$ cat config.mk
export PLATFORM = sky130hd
export DESIGN_NAME = stage_fetch1
export DESIGN_NICKNAME = d
export VERILOG_FILES = /design/src/rtl/fetch_pkg.sv /design/src/rtl/fetch_ibuf.sv /design/src/rtl/stage_fetch1.sv
export SDC_FILE = /design/constraint.sdc
export NUM_CORES = 1
export LEC_CHECK = 0
export CAP_MARGIN = 20
export CORE_ASPECT_RATIO = 2
export CORE_UTILIZATION = 50
export CTS_BUF_LIST = sky130_fd_sc_hd__clkbuf_8
export DETAILED_ROUTE_END_ITERATION = 10
export DONT_BUFFER_PORTS = 1
export PLACE_DENSITY_LB_ADDON = 0.1
export SLEW_MARGIN = 20
export SYNTH_ARGS = -nofsm -noshare
export SYNTH_HDL_FRONTEND = slang
export SYNTH_SLANG_ARGS = --single-unit
$ cat constraint.sdc
create_clock -name clk_core -period 2.9 [get_ports clk_core]
set_input_delay 0.725 -clock clk_core [delete_from_list [all_inputs] [get_ports clk_core]]
set_output_delay 0.725 -clock clk_core [all_outputs]
set_load 0.1 [all_outputs]
$ cat src/rtl/fetch_pkg.sv
`default_nettype none
// ============================================================================
// Module      : fetch_pkg
// Description : Shared types and constants for the second fetch stage.
//               fe1_entry_t is one instruction-buffer slot: the PC of the
//               request, the returned instruction word and its fault flag.
// Revision    : 1.0 - initial release
// ============================================================================
package fetch_pkg;

    typedef struct packed {
        logic [31:2] pc;
        logic [31:0] insn;
        logic        fault;
    } fe1_entry_t;

    // A faulting fetch carries no usable instruction bits.
    localparam logic [31:0] FE1_FAULT_INSN = 32'h0;

endpackage : fetch_pkg
`default_nettype wire

$ cat src/rtl/fetch_ibuf.sv
`default_nettype none
// ============================================================================
// Module      : fetch_ibuf
// Description : DEPTH-entry in-order instruction FIFO with synchronous flush.
//               Pointers wrap at DEPTH-1, so DEPTH need not be a power of two.
// Ports       : clk, rst_n      - clock, asynchronous active-low reset
//               push/push_entry - write one entry at the tail
//               pop             - retire the head (ignored when empty)
//               flush           - empty the buffer next cycle (wins over all)
//               count           - current occupancy
//               head            - entry at the read pointer
// Revision    : 1.0 - initial release
// ============================================================================
module fetch_ibuf
    import fetch_pkg::*;
#(
    parameter  int DEPTH = 2,
    localparam int CW    = $clog2(DEPTH + 1),
    localparam int PW    = $clog2(DEPTH)
) (
    input  logic          clk,
    input  logic          rst_n,
    input  logic          push,
    input  fe1_entry_t    push_entry,
    input  logic          pop,
    input  logic          flush,
    output logic [CW-1:0] count,
    output fe1_entry_t    head
);

    fe1_entry_t    mem_q [DEPTH];
    fe1_entry_t    mem_d [DEPTH];
    logic [PW-1:0] wr_ptr_q, wr_ptr_d;
    logic [PW-1:0] rd_ptr_q, rd_ptr_d;
    logic [CW-1:0] count_q,  count_d;
    logic          do_pop;

    function automatic logic [PW-1:0] ptr_inc(input logic [PW-1:0] p);
        return (p == PW'(DEPTH - 1)) ? '0 : p + PW'(1);
    endfunction

    always_comb begin
        do_pop   = pop && (count_q != '0);
        mem_d    = mem_q;
        wr_ptr_d = wr_ptr_q;
        rd_ptr_d = rd_ptr_q;
        count_d  = count_q;
        if (flush) begin
            wr_ptr_d = '0;
            rd_ptr_d = '0;
            count_d  = '0;
        end else begin
            if (push) begin
                mem_d[wr_ptr_q] = push_entry;
                wr_ptr_d        = ptr_inc(wr_ptr_q);
            end
            if (do_pop) begin
                rd_ptr_d = ptr_inc(rd_ptr_q);
            end
            case ({push, do_pop})
                2'b10:   count_d = count_q + CW'(1);
                2'b01:   count_d = count_q - CW'(1);
                default: count_d = count_q;
            endcase
        end
    end

    always_ff @(posedge clk or negedge rst_n) begin
        if (!rst_n) begin
            for (int i = 0; i < DEPTH; i++) begin
                mem_q[i] <= '0;
            end
            wr_ptr_q <= '0;
            rd_ptr_q <= '0;
            count_q  <= '0;
        end else begin
            mem_q    <= mem_d;
            wr_ptr_q <= wr_ptr_d;
            rd_ptr_q <= rd_ptr_d;
            count_q  <= count_d;
        end
    end

    assign count = count_q;
    assign head  = mem_q[rd_ptr_q];

endmodule : fetch_ibuf
`default_nettype wire

$ cat src/rtl/stage_fetch1.sv
`default_nettype none
// ============================================================================
// Module      : stage_fetch1
// Description : Second fetch stage. Tracks the single outstanding icache
//               request, buffers responses in order and presents the head
//               to decode. Redirects flush the buffer and drop in-flight data.
// Ports       : clk_core, reset_n          - clock, async active-low reset
//               fe0_valid, fe0_read_addr   - request issued by fetch0
//               fe1_stall                  - fetch0 must hold off
//               icache_ready/data/fault    - response to latest request
//               de_stall                   - decode backpressure
//               de_setpc, csr_kill_setpc   - redirect (flush)
//               fe1_valid/insn/pc/fault    - buffer head to decode
// Revision    : 1.0 - initial release
// ============================================================================
module stage_fetch1
    import fetch_pkg::*;
#(
    parameter int DEPTH = 2
) (
    input  logic        clk_core,
    input  logic        reset_n,
    input  logic        fe0_valid,
    input  logic [31:2] fe0_read_addr,
    output logic        fe1_stall,
    input  logic        icache_ready,
    input  logic [31:0] icache_data,
    input  logic        icache_fault,
    input  logic        de_stall,
    input  logic        de_setpc,
    input  logic        csr_kill_setpc,
    output logic        fe1_valid,
    output logic [31:0] fe1_insn,
    output logic [31:2] fe1_pc,
    output logic        fe1_fault
);

    localparam int CW = $clog2(DEPTH + 1);

    logic          pend_q,    pend_d;
    logic [31:2]   pend_pc_q, pend_pc_d;
    fe1_entry_t    hold_q,    hold_d;

    logic          flush;
    logic          push;
    logic          pop;
    fe1_entry_t    push_entry;
    fe1_entry_t    head;
    logic [CW-1:0] count;
    logic [CW:0]   occ;

    assign flush     = de_setpc | csr_kill_setpc;
    assign fe1_valid = (count != '0);
    assign pop       = fe1_valid & ~de_stall;
    // A ready in the same cycle as a new request still answers the older
    // request, so it is pushed unless a redirect is discarding it.
    assign push      = pend_q & icache_ready & ~flush;

    always_comb begin
        push_entry.pc    = pend_pc_q;
        push_entry.insn  = icache_fault ? FE1_FAULT_INSN : icache_data;
        push_entry.fault = icache_fault;
    end

    // Occupancy after this cycle's pop, counting the outstanding request as
    // a reserved slot so a later push can never find the buffer full.
    always_comb begin
        occ       = {1'b0, count} + {{CW{1'b0}}, pend_q} - {{CW{1'b0}}, pop};
        fe1_stall = (pend_q & ~icache_ready) | (occ >= (CW+1)'(DEPTH));
    end

    always_comb begin
        pend_d    = pend_q;
        pend_pc_d = pend_pc_q;
        if (fe0_valid) begin
            pend_d    = 1'b1;
            pend_pc_d = fe0_read_addr;
        end else if (flush) begin
            pend_d    = 1'b0;
        end else if (pend_q && icache_ready) begin
            pend_d    = 1'b0;
        end
    end

    // Outputs follow the head while valid and freeze on the last presented
    // entry once the buffer drains.
    always_comb begin
        hold_d = fe1_valid ? head : hold_q;
    end

    always_ff @(posedge clk_core or negedge reset_n) begin
        if (!reset_n) begin
            pend_q    <= 1'b0;
            pend_pc_q <= '0;
            hold_q    <= '0;
        end else begin
            pend_q    <= pend_d;
            pend_pc_q <= pend_pc_d;
            hold_q    <= hold_d;
        end
    end

    assign fe1_insn  = hold_d.insn;
    assign fe1_pc    = hold_d.pc;
    assign fe1_fault = hold_d.fault;

    fetch_ibuf #(
        .DEPTH (DEPTH)
    ) u_ibuf (
        .clk        (clk_core),
        .rst_n      (reset_n),
        .push       (push),
        .push_entry (push_entry),
        .pop        (pop),
        .flush      (flush),
        .count      (count),
        .head       (head)
    );

endmodule : stage_fetch1
`default_nettype wire
After elaboration in Yosys (flattened, before gate mapping)
Index checks and enable logic that the tools add are counted.
Widths: inputs -> output; s select.
{"block": "op_classes", "add_sub_neg": 6, "order_cmp": 4, "n_eq_ne": 2, "n_mux": 19, "bitwise": 11, "reduce_logical": 9}
{"operator": "$mux 63", "n": 5}
{"operator": "$bwmux 126", "n": 1}
{"operator": "$demux 63 s1", "n": 1}
{"operator": "$mux 32", "n": 1}
{"operator": "$mux 1", "n": 9}
{"operator": "$reduce_bool 2->1", "n": 3}
{"operator": "$reduce_bool 3->1", "n": 2}
{"operator": "$and 1x1->1", "n": 4}
{"operator": "$ge 2x2->1 const B", "n": 2}
{"operator": "$not 1->2", "n": 2}
{"operator": "$pmux 2 s2", "n": 1}
{"operator": "$add 2x1->3", "n": 1}
{"operator": "$ge 3x2->1 const B", "n": 1}
{"operator": "$logic_and 1x1->1", "n": 3}
{"operator": "$not 1->1", "n": 3}
{"operator": "$sub 3x1->3", "n": 1}
{"operator": "$add 1x1->1 const B", "n": 2}
{"operator": "$add 2x1->2 const B", "n": 1}
{"operator": "$eq 2x1->1 const B", "n": 1}
{"operator": "$eq 2x2->1 const B", "n": 1}
{"operator": "$lt 2x1->1 const B", "n": 1}
{"operator": "$mux 2", "n": 1}
{"operator": "$or 1x1->1", "n": 2}
{"operator": "$reduce_and 2->1", "n": 1}
{"operator": "$sub 2x1->2 const B", "n": 1}
{"block": "totals", "register_bits": 224, "output_inout_bits": 65, "word_cells": 65}

Longest topological paths before layout
{"block": "logic_depth", "depth_word": 6, "mapped_depth": 9}

Hierarchy
A second synthesis with hierarchy kept.
{"block": "hier_totals", "hier_cells": 604, "hier_area_um2": 9989.6}
{"module": "fetch_ibuf", "n_inst": 1, "cells_each": 357, "area_each_um2": 5970.7}
{"module": "stage_fetch1", "n_inst": 1, "cells_each": 247, "area_each_um2": 4018.9}

Worst setup path before layout
OpenSTA, ideal clock, no wires.
{"block": "synth_timing", "kind": "register to output", "from": "register u_ibuf.rd_ptr_q", "to": "output port fe1_insn[10]", "arrival_time_ns": 3.200, "required_ns": 2.175, "path_slack_ns": -1.025, "path_stages_with_launch": 5, "n_path_buf": 2, "path_cell_list": "dfrtp_1 clkbuf_1 buf_2 mux2i_1 o21ai_0"}
{"block": "synth_between", "elab_chain_cells": 5}
{"item": "start: declaration", "line": "fetch_ibuf.sv:34", "source": "logic [PW-1:0] rd_ptr_q, rd_ptr_d;"}
{"item": "start signal: assignment", "line": "fetch_ibuf.sv:79", "source": "rd_ptr_q <= rd_ptr_d;"}
{"item": "$not 1->2 (implied by the code)", "line": "fetch_ibuf.sv:85", "source": "assign head = mem_q[rd_ptr_q];"}
{"item": "$mux 63 (implied by the code) (3 in series)", "line": "fetch_ibuf.sv:85"}
{"item": "$mux 63", "line": "stage_fetch1.sv:88", "source": "hold_d = fe1_valid ? head : hold_q;"}
{"item": "end: declaration", "line": "stage_fetch1.sv:33", "source": "output logic [31:0] fe1_insn,"}
Every way passes these cells. The select of a mux whose other input is x is not followed.

Final worst setup path
{"block": "layout_timing", "from": "register u_ibuf.count_q[1] (netlist: u_ibuf.count[1])", "to": "output port fe1_stall"}
{"block": "layout_between", "elab_chain_cells": 5}
{"item": "start: declaration", "line": "fetch_ibuf.sv:35", "source": "logic [CW-1:0] count_q, count_d;"}
{"item": "start signal: assignment", "line": "fetch_ibuf.sv:80", "source": "count_q <= count_d;"}
{"item": "branches (longest 2 deep; another with $add 2x1->3)"}
{"item": "$sub 3x1->3 *", "line": "stage_fetch1.sv:68", "source": "occ = {1'b0, count} + {{CW{1'b0}}, pend_q} - {{CW{1'b0}}, pop};"}
{"item": "$ge 3x2->1 *", "line": "stage_fetch1.sv:69", "source": "fe1_stall = (pend_q & ~icache_ready) | (occ >= (CW+1)'(DEPTH));"}
{"item": "$or 1x1->1 *", "line": "stage_fetch1.sv:69"}
{"item": "end: declaration", "line": "stage_fetch1.sv:25", "source": "output logic fe1_stall,"}
Mark *: on every way between the ends.

==> key figures <==
Status
  • Outcome: finished with violations
  • Failing checks: DRC, hold timing, setup timing

Critical path
  • Crit-path cells: nor2_4 -> nor2_1 -> ha_1 -> or2b_1 -> fa_2 -> xnor2_2 -> nand3_4 -> buf_12
  • Crit Path Category: reg2out
  • Reg-to-Reg Start: pend_q$_DFFE_PN0P_
  • Crit path capture type: output pin
  • CP max FO: 2
  • Register-to-register setup slack: 1.10 ns
  • FF-to-FF End: u_ibuf.mem_q[73]$_DFFE_PN0P_
  • Worst Reg-to-Reg Cells: 4
  • CP arrival: 2.47 ns
  • Slowest-stage cell, CP: dfrtp_2
  • Required time of the critical path: 2.17 ns
  • Startpoint Class: flip-flop
  • Slowest stage delay, CP: 0.43 ns

STA
  • Hold Vio Cnt, Final: 224
  • Setup violators final: 1
  • Clock Skews: 0.0166 ns
  • Slew HR: 46.8%
  • Setup TNS: -0.299 ns
  • Tcrit/Tclk final: 110%
  • RSZ-0062 raised after global routing: yes
  • Slew @ Worst Pin: 0.796 ns
  • Peak Freq: 313 MHz
  • Tmin final: 3.20 ns
  • PnR worst setup slack: -0.299 ns
  • Worst Hold Slack: -0.0888 ns
  • Final Max Tran Viols: 0

Die
  • Die Wd: 98.2 um
  • Core area: 0.0182 mm^2
  • Die area: 0.0191 mm^2
  • Die height: 194 um
  • I/O pin count: 135
  • FP Rows: 70
  • Initial Util: 50.8%

Synth
  • Largest area contributor in the netlist: dfrtp_1
  • Post-synth EDFFs: 0
  • Synth Flop Type: dfrtp_1
  • Cell Area, Synth: 0.00926 mm^2
  • Top-area cell type share of the netlist area: 60.5%
  • Post-synth cell types: 31
  • Syn_area_per_cell: 13.8 um^2
  • Gate Count Post-Synth: 672
  • Flops & latches, synth: 224
  • YS warnings: 0
  • Syn nets: 744
  • Asr flop ratio synth: 100%
  • Seq/Total Area, Yosys: 60.5%
  • Main area contributors after synthesis: dfrtp_1 61%, mux2_2 18%, mux2i_1 7.0%, o21ai_0 3.5%, nand2_1 2.6%

Drt
  • Via density: 5.52
  • TritonRoute pass-1 iters: 7
  • Aggregate routed wire length: 18700 um
  • DRC viols: 10
  • WL/cell: 19.0 um
  • Post-route ant nets: 0
  • DR iter-0 viols: 133
  • Routed vias: 5445

Global routing
  • GR Overflow Total: 0
  • Number of global-route vias before repair: 6091
  • Largest net degree at the start of global routing: 225
  • First-pass GRT wire length: 31200 um
  • All-Layer GR Usage: 20.9%
  • Initial antenna violation count: 2

Placement
  • Final GP Congestion: 0.720
  • Port buffer count: 0
  • DP Worst Slack: 0.0339 ns
  • HPWL Detailed: 11200 um

Clock network
  • Worst-path clk slew: 0.06 ns
  • Clock Sinks: 224
  • Total CTS buffers: 34
  • Clock Tree Root: clkbuf_8
  • Htree depth: 2
  • CTS tree: built
  • Clk buf depth: 3
  • Clock Latency Late Sink: 0.52 ns

Power
  • Overall power: 0.0101 W
  • PD cells: 903 mW/mm^2
  • Peak supply drop: 0.000654 V
  • Static Leak: 5.15 nW

Layout
  • Share of layout cells above drive strength 1: 46.0%
  • # fillers: 1441
  • Total Nets Final: 817
  • Most common cell after layout, fill and taps aside: dfrtp_1
  • Register Area: 0.00561 mm^2
  • Area delta synth->final: 21.0%
  • Commonest non-fill, non-tap cells in the layout: 221 x dfrtp_1, 144 x mux2_2, 64 x mux2i_1
  • Multi-input gate area: 0.00372 mm^2

Run
  • Maxcap violations: 0

Worst hold path
  • Hold WC Path Type: in2async
-- routing by layer --
layer | track usage [%] | part of all wire (%) | up-vias
met4 | 9.45 | 3.4 | 0
met3 | 4.82 | 5.7 | 40
li1 | - | - | 2505
met1 | 23.8 | 38 | 2762
met2 | 36.8 | 53 | 138
met5 | 0 | 0 | -
-- power by group --
group          internal, W  switching [W]  total [W]  leakage (nW)
combinational      0.00106        0.00262    0.00368          1.87
clock              0.00133        0.00115    0.00248         0.393
sequential         0.00371       0.000251    0.00396          2.88
total              0.00610        0.00402     0.0101          5.15
-- critical path: cells and delay by family (launching register included) --
family / cells / cell delay, ns
fa+ha+maj: 2 / 0.62
buf+inv: 1 / 0.17
simple gates: 4 / 0.55
flops: 1 / 0.43
xor+xnor: 1 / 0.18
-- synth_stat cells, types with 2 or more instances --
master / instances
buf_6: 12
inv_1: 3
buf_2: 8
mux2_2: 144
mux2i_1: 65
or2b_1: 2
dfrtp_1: 224
clkbuf_1: 16
a21oi_1: 2
o21ai_0: 64
nand2_1: 65
mux2_1: 2
mux2_4: 10
buf_1: 3
nor2_1: 3
nand3_1: 3
nor2b_1: 32
-- layout make-up --
cell class                 instances  share of cell area (%)
sequential                       224                    50.1
multi-input combinational        406                    33.2
timing repair buffer              76                    8.35
clock buffer                      43                    5.28
tap                              216                    2.41
clock inverter                    16                   0.547
inverter                           3                   0.100
antenna                            2                  0.0447
-- stage by stage --
step                      utilization (%)  std cells  hold WS [ns]  cell area, um^2
after floorplan                         -        672         0.429             9520
after global placement               55.8        919         0.434            10200
after detailed placement             55.8        919         0.437            10200
after CTS                            59.9        984        -0.133            10900
after global routing                 61.5        986        -0.135            11200
final                                61.5        986       -0.0888            11200
-- worst max-delay path by stage --
stage                           startpoint         to  depth (start not counted)  slack (ns)
2_1_floorplan  u_ibuf.rd_ptr_q$_DFFE_PN0P_  fe1_pc[7]                          4       -0.26
3_3_place_gp                      de_stall  fe1_stall                          7        0.06
3_5_place_dp                      de_stall  fe1_stall                          7        0.03
4_1_cts        u_ibuf.count[1]$_DFFE_PN0P_  fe1_stall                          8       -0.34
5_1_grt        u_ibuf.count[1]$_DFFE_PN0P_  fe1_stall                          8       -0.40
6_report       u_ibuf.count[1]$_DFFE_PN0P_  fe1_stall                          8       -0.30
-- cell families (layout without fill, tap and decap cells) --
family	Yosys count	count (layout)	share of synthesized area, %
AOI/OAI and AO/OA	69	69	3.81
xor gates and xnor gates	2	2	0.189
adders and majority gates	2	2	0.351
buffers and inverters	42	138	2.78
DFF	224	224	60.5
muxes	221	221	26.4
other	0	2	0
and+or+nand+nor	112	112	5.94
-- state kept, by name, indices dropped and copies added, names as in the netlist --
| name | flops |
|---|---|
| u_ibuf.count | 2 |
| pend_pc_q | 30 |
| u_ibuf.mem_q | 126 |
| hold_q | 63 |
| pend_q | 1 |
| u_ibuf.wr_ptr_q | 1 |
| u_ibuf.rd_ptr_q | 1 |
-- repair_timing --
action | CTS | global route
pin swaps | 2 | 0
gates resized for setup | 9 | 76
endpoints found under the hold margin | 224 | 224
cloned | 0 | 0
setup endpoints to repair | 52 | 34
buffers inserted | 6 | 0
No activity file was read; power rests on OpenSTA's default activity.
